==> src/rtl/pie_cmd_encoder.sv <==
// Reader-side PIE command transmitter: delimiter, data-0, RTcal, optional TRcal,
// then MSB-first PIE data symbols, all timed in clk cycles.
module pie_cmd_encoder #(
  parameter int MAXLEN    = 64,
  parameter int TARI_CYC  = 8,
  parameter int DATA1_CYC = 16,
  parameter int PW_CYC    = 4,
  parameter int DELIM_CYC = 12,
  parameter int TRCAL_CYC = 48
) (
  input  logic              clk,
  input  logic              reset,
  input  logic              start,
  input  logic              preamble_sel,
  input  logic [MAXLEN-1:0] cmd_data,
  input  logic [6:0]        cmd_len,
  input  logic              abort,
  output logic              pie_out,
  output logic              busy,
  output logic              done,
  output logic [6:0]        bit_idx
);

  function automatic int imax(input int a, input int b);
    return (a > b) ? a : b;
  endfunction

  localparam int RTCAL_CYC = TARI_CYC + DATA1_CYC;
  localparam int MAXP      = imax(imax(DELIM_CYC, RTCAL_CYC), imax(TRCAL_CYC, DATA1_CYC));
  localparam int TW        = imax(8, $clog2(MAXP + 1));

  localparam logic [TW-1:0] T_DELIM = TW'(DELIM_CYC - 1);
  localparam logic [TW-1:0] T_TARI  = TW'(TARI_CYC - 1);
  localparam logic [TW-1:0] T_DATA1 = TW'(DATA1_CYC - 1);
  localparam logic [TW-1:0] T_RTCAL = TW'(RTCAL_CYC - 1);
  localparam logic [TW-1:0] T_TRCAL = TW'(TRCAL_CYC - 1);
  localparam logic [TW-1:0] T_PW    = TW'(PW_CYC);

  typedef enum logic [2:0] {
    S_IDLE, S_DELIM, S_DATA0, S_RTCAL, S_TRCAL, S_BITS, S_FIN
  } state_t;

  state_t            r_state, w_state_nxt;
  logic [TW-1:0]     r_tmr, w_tmr_nxt;
  logic [MAXLEN-1:0] r_data;
  logic              r_pre;
  logic [6:0]        r_len, w_len_cap;
  logic [6:0]        r_bit_idx, w_bit_idx_nxt;
  logic              r_pie, r_busy, r_done;
  logic              w_pie_nxt, w_cap, w_shift, w_zero;
  logic [TW-1:0]     w_first_sym, w_next_sym;

  assign w_len_cap   = (int'(cmd_len) > MAXLEN) ? 7'(MAXLEN) : cmd_len;
  assign w_zero      = (r_tmr == '0);
  assign w_first_sym = r_data[MAXLEN-1] ? T_DATA1 : T_TARI;
  assign w_next_sym  = r_data[MAXLEN-2] ? T_DATA1 : T_TARI;

  always_comb begin
    w_state_nxt   = r_state;
    w_tmr_nxt     = r_tmr - 1'b1;
    w_bit_idx_nxt = r_bit_idx;
    w_cap         = 1'b0;
    w_shift       = 1'b0;
    case (r_state)
      S_IDLE, S_FIN: begin
        w_state_nxt = S_IDLE;
        w_tmr_nxt   = r_tmr;
        if (start) begin
          w_cap         = 1'b1;
          w_state_nxt   = S_DELIM;
          w_tmr_nxt     = T_DELIM;
          w_bit_idx_nxt = '0;
        end
      end
      S_DELIM: if (w_zero) begin
        w_state_nxt = S_DATA0;
        w_tmr_nxt   = T_TARI;
      end
      S_DATA0: if (w_zero) begin
        w_state_nxt = S_RTCAL;
        w_tmr_nxt   = T_RTCAL;
      end
      S_RTCAL: if (w_zero) begin
        if (r_pre) begin
          w_state_nxt = S_TRCAL;
          w_tmr_nxt   = T_TRCAL;
        end else if (r_len == '0) begin
          w_state_nxt = S_FIN;
        end else begin
          w_state_nxt = S_BITS;
          w_tmr_nxt   = w_first_sym;
        end
      end
      S_TRCAL: if (w_zero) begin
        if (r_len == '0) begin
          w_state_nxt = S_FIN;
        end else begin
          w_state_nxt = S_BITS;
          w_tmr_nxt   = w_first_sym;
        end
      end
      S_BITS: if (w_zero) begin
        if (r_bit_idx == r_len - 7'd1) begin
          w_state_nxt = S_FIN;
        end else begin
          w_shift       = 1'b1;
          w_bit_idx_nxt = r_bit_idx + 7'd1;
          w_tmr_nxt     = w_next_sym;
        end
      end
      default: w_state_nxt = S_IDLE;
    endcase
    if (abort && (r_state != S_IDLE)) begin
      w_state_nxt   = S_IDLE;
      w_tmr_nxt     = r_tmr;
      w_bit_idx_nxt = r_bit_idx;
      w_cap         = 1'b0;
      w_shift       = 1'b0;
    end
  end

  // Outputs are registered from the next state so each symbol's high phase
  // lasts while the remaining count is still above the pulse width.
  always_comb begin
    w_pie_nxt = 1'b1;
    case (w_state_nxt)
      S_DELIM:                          w_pie_nxt = 1'b0;
      S_DATA0, S_RTCAL, S_TRCAL, S_BITS: w_pie_nxt = (w_tmr_nxt >= T_PW);
      default:                          w_pie_nxt = 1'b1;
    endcase
  end

  always_ff @(posedge clk or posedge reset) begin
    if (reset) begin
      r_state   <= S_IDLE;
      r_tmr     <= '0;
      r_pre     <= 1'b0;
      r_len     <= '0;
      r_bit_idx <= '0;
      r_pie     <= 1'b1;
      r_busy    <= 1'b0;
      r_done    <= 1'b0;
    end else begin
      r_state   <= w_state_nxt;
      r_tmr     <= w_tmr_nxt;
      r_bit_idx <= w_bit_idx_nxt;
      r_pie     <= w_pie_nxt;
      r_busy    <= (w_state_nxt != S_IDLE) && (w_state_nxt != S_FIN);
      r_done    <= (w_state_nxt == S_FIN);
      if (w_cap) begin
        r_pre <= preamble_sel;
        r_len <= w_len_cap;
      end
    end
  end

  always_ff @(posedge clk) begin
    if (w_cap)
      r_data <= cmd_data;
    else if (w_shift)
      r_data <= {r_data[MAXLEN-2:0], 1'b0};
  end

  assign pie_out = r_pie;
  assign busy    = r_busy;
  assign done    = r_done;
  assign bit_idx = r_bit_idx;

endmodule

==> config.mk <==
export PLATFORM = sky130hd
export DESIGN_NAME = pie_cmd_encoder
export DESIGN_NICKNAME = d
export VERILOG_FILES = /design/src/rtl/pie_cmd_encoder.sv
export SDC_FILE = /design/constraint.sdc
export NUM_CORES = 1
export LEC_CHECK = 0
export ABC_AREA = 1
export ABC_CLOCK_PERIOD_IN_PS = 3130
export CORE_MARGIN = 3
export CORE_UTILIZATION = 53
export DETAILED_ROUTE_END_ITERATION = 12
export PLACE_DENSITY = 0.8
export SYNTH_ARGS = -nofsm -noshare
export SYNTH_HDL_FRONTEND = slang
export SYNTH_SLANG_ARGS = --single-unit
==> constraint.sdc <==
create_clock -name clk -period 3.13 [get_ports clk]
set_clock_uncertainty 0.15 [all_clocks]
set_input_delay 0.626 -clock clk [delete_from_list [all_inputs] [get_ports clk]]
set_output_delay 0.626 -clock clk [all_outputs]
set_load 0.005 [all_outputs]
==> metrics.csv <==
metric;value;unit
largest family of logic cells by synthesized area;simple AND/OR/NAND/NOR gates;
part of the power in registers;43.6;%
global-route wire length before repair;18.1;mm
vias in the first global route;4017;
Clock Power Share;16.4;%
Post-Syn Instances;595;
mean routed wirelength per cell;13.6;µm
post-route minimum period;2.65;ns
multiplexer share of the synthesized area;0;%
Synth Cell Area;4990;µm²
top_reg_cell synth;edfxtp_1;
# fillers;723;
Achievable Freq;378;MHz
simple-gate share of the synthesized area;32.5;%
Clock transition at path regs;0.10;ns
RSZ-0062 raised after global routing;no;
Post-layout nets;761;
CTS tree;done;
Switching Share;38.7;%
Static Leak;0.00283;µW
mean post-synth cell area;8.39;µm²
Crit. End Element;register;
Slew @ Worst Pin;0.691;ns
Final setup viols;0;
die footprint;10600;µm²
boundary pin count;86;
Final ANT Viol Nets;0;
share of cells above drive strength 1;10.9;%
die width;103;µm
DR DRC count;0;
Setup TNS;0;ns
power per cell area;808;nW/µm²
critical path class;register to register;
startpoint types;register;
Setup Fix Bufs, Post-CTS;0;
cts hold-fix bufs;0;
Area Overhead vs Synth;23.0;%
largest area contributor in the netlist;edfxtp_1;
syn nets;675;
Synth area leaders;edfxtp_1, nand2_1, dfrtp_1;
WP data arrival;2.79;ns
post-DR vias/cell;5.17;
worst reg-to-reg path cell count;15;
pin count of the biggest net entering global routing;75;
Longest Clk Path Bufs;2;
diode count;0;
PostCTS Resize Cnt;0;
final WL;10.8;mm
sequential area share after synthesis;53.1;%
internal power;3040;µW
Slew Limit Headroom;53.9;%
status;complete, no violations;
number of synthesized flops with an enable pin;64;
DP HPWL;8.03;mm
GRT Total Usage;21.6;%
Core ar.;8930;µm²
CTS Root Cell;clkbuf_8;
xor and xnor area share after synthesis;1.05;%
Synth Area in Adders;1.00;%
Comb power frac;40.0;%
hold path startpoint;r_tmr[1];
Hold Path Stages;2;
Placer Congestion;0.976;
top cell type's share of synthesized area;38.5;%
Reg2Reg Setup Slack;0.48;ns
IR drop worst, VDD;0.364;mV
Initial DRT Pass Iterations;5;
initial antenna violation count;0;
Iteration-0 DRC Markers;239;
Final Hold Fails;0;
FF-to-FF End;pie_out;
Critical path origin;r_tmr[0];
Worst Path Max Fanout;13;
post-synthesis compound-gate area fraction;5.79;%
Psw;1920;µW
Synth async-reset ratio;31.2;%
CTS sink count;93;
DP Area;5940;µm²
r2r startpoint;r_tmr[0];
period utilization;84.6;%
FP Rows;34;
Hold Path End;r_tmr[1];
Hold Path Class;register to register;
required time worst endpoint;3.27;ns
total number of vias;4104;
CTS Buf Count;9;
Final Instance Area;6140;µm²
Clock Latency Late Sink;0.35;ns
starting density of the core;55.9;%
Slew Viols, Final;0;
FF+latch count, synth;93;
floorplan die height;103;µm
maximum level of the CTS H-tree;3;
library cells used by synthesis;43;
MaxCap Viol Count;0;
Pwr Total;4960;µW
GRT overflow;0;
PortBufs;85;
synthesis warning total;0;
-- registers in the layout, summed over array words and instances, names as in the netlist --
name,cells
r_len,7
done,1
r_data,64
bit_idx,7
r_pre,1
busy,1
r_state,3
pie_out,1
r_tmr,8
-- per-stage QoR --
stage / util [%] / std cells / hold WS (ns) / setup slack (ns)
floorplan: - / 595 / 0.303 / 0.679
global placement: 66.5 / 778 / 0.335 / 0.439
detailed placement: 66.5 / 778 / 0.330 / 0.368
CTS: 68.7 / 794 / 0.353 / 0.481
global route: 68.7 / 794 / 0.392 / 0.223
finish: 68.7 / 794 / 0.347 / 0.483
-- routing by layer --
layer / track usage, % / vias up / part of all wire (%)
met4: 5.68 / 0 / 1.2
met1: 29.8 / 1884 / 44
met3: 4.40 / 11 / 4.9
li1: - / 2084 / -
met5: 0 / - / 0
met2: 35.1 / 125 / 50
-- power groups by stage --
stage	combinational (µW)	sequential, µW	clock [µW]
4_1_cts	2000	2160	828
3_3_place_gp	1920	2170	0
6_report	1990	2160	814
3_5_place_dp	1990	2190	0
2_1_floorplan	1510	2130	0
5_1_grt	2280	2220	888
-- worst max path at each step --
stage | endpoint | slack (ns) | depth (start not counted)
finish | pie_out | 0.48 | 15
detailed placement | r_data[6] | 0.37 | 7
global placement | r_data[58] | 0.44 | 7
global route | bit_idx[3] | 0.22 | 18
CTS | r_data[3] | 0.48 | 15
floorplan | bit_idx[3] | 0.68 | 14
-- kinds of logic after synthesis --
logic type	Yosys count
DFF	93
and+or+nand+nor	366
adders and majority gates	4
buffers and inverters	79
AOI/OAI and AO/OA	47
xor gates and xnor gates	6
-- cell type report --
cell class	instances	area, µm²	area share, %
clock buffer	10	128	2.08
clock inverter	6	70.1	1.14
multi-input combinational	423	2010	32.8
inverter	62	238	3.87
sequential	93	2650	43.2
timing repair buffer	92	903	14.7
tap	108	135	2.20
-- critical path, cell delays in order (launching register included) --
cell     delay, ns
dfrtp_1       0.42
inv_1         0.12
ha_1          0.24
nand3_2       0.15
nor2_4        0.32
nand2_2       0.16
nand2_1       0.09
nand2_1       0.07
nor2_1        0.09
nand4_1       0.17
a21oi_2       0.20
nand2_1       0.07
nor2_1        0.11
nand3_1       0.11
nand2_1       0.08
nand2_1       0.05
-- Yosys cell counts (5+ instances only) --
master	number
nand2_1	267
nor2_4	5
nor2_1	24
nand3_1	19
buf_2	11
nand2_2	7
a21oi_1	11
nand3_2	7
o21ai_0	16
inv_1	49
dfrtp_1	28
nand4_1	10
inv_2	11
edfxtp_1	64
nor2_2	10
-- layout by cell type, fill, tap and decap left out, types with 2 or more instances in the layout --
master / Yosys / layout
a21oi_1: 11 / 11
buf_4: 1 / 7
clkbuf_8: 0 / 9
clkdlybuf4s50_1: 0 / 85
clkinv_4: 0 / 2
dfrtp_1: 28 / 28
edfxtp_1: 64 / 64
ha_1: 4 / 4
inv_1: 49 / 49
inv_2: 11 / 11
inv_4: 2 / 2
inv_6: 0 / 2
nand2_1: 267 / 267
nand2_2: 7 / 7
nand2_4: 3 / 3
nand3_1: 19 / 19
nand3_2: 7 / 7
nand3b_1: 2 / 2
nand4_1: 10 / 10
nor2_1: 24 / 24
nor2_2: 10 / 10
nor2_4: 5 / 5
nor3_1: 4 / 4
nor3_2: 2 / 2
nor4_1: 3 / 3
o211ai_1: 2 / 2
o21a_1: 2 / 2
o21ai_0: 16 / 16
o21ai_1: 3 / 3
o221ai_1: 2 / 2
o22ai_1: 3 / 3
or2_2: 2 / 2
xnor2_1: 2 / 2
xor2_1: 4 / 4
Note: power is estimated with default switching activity, not from simulation.
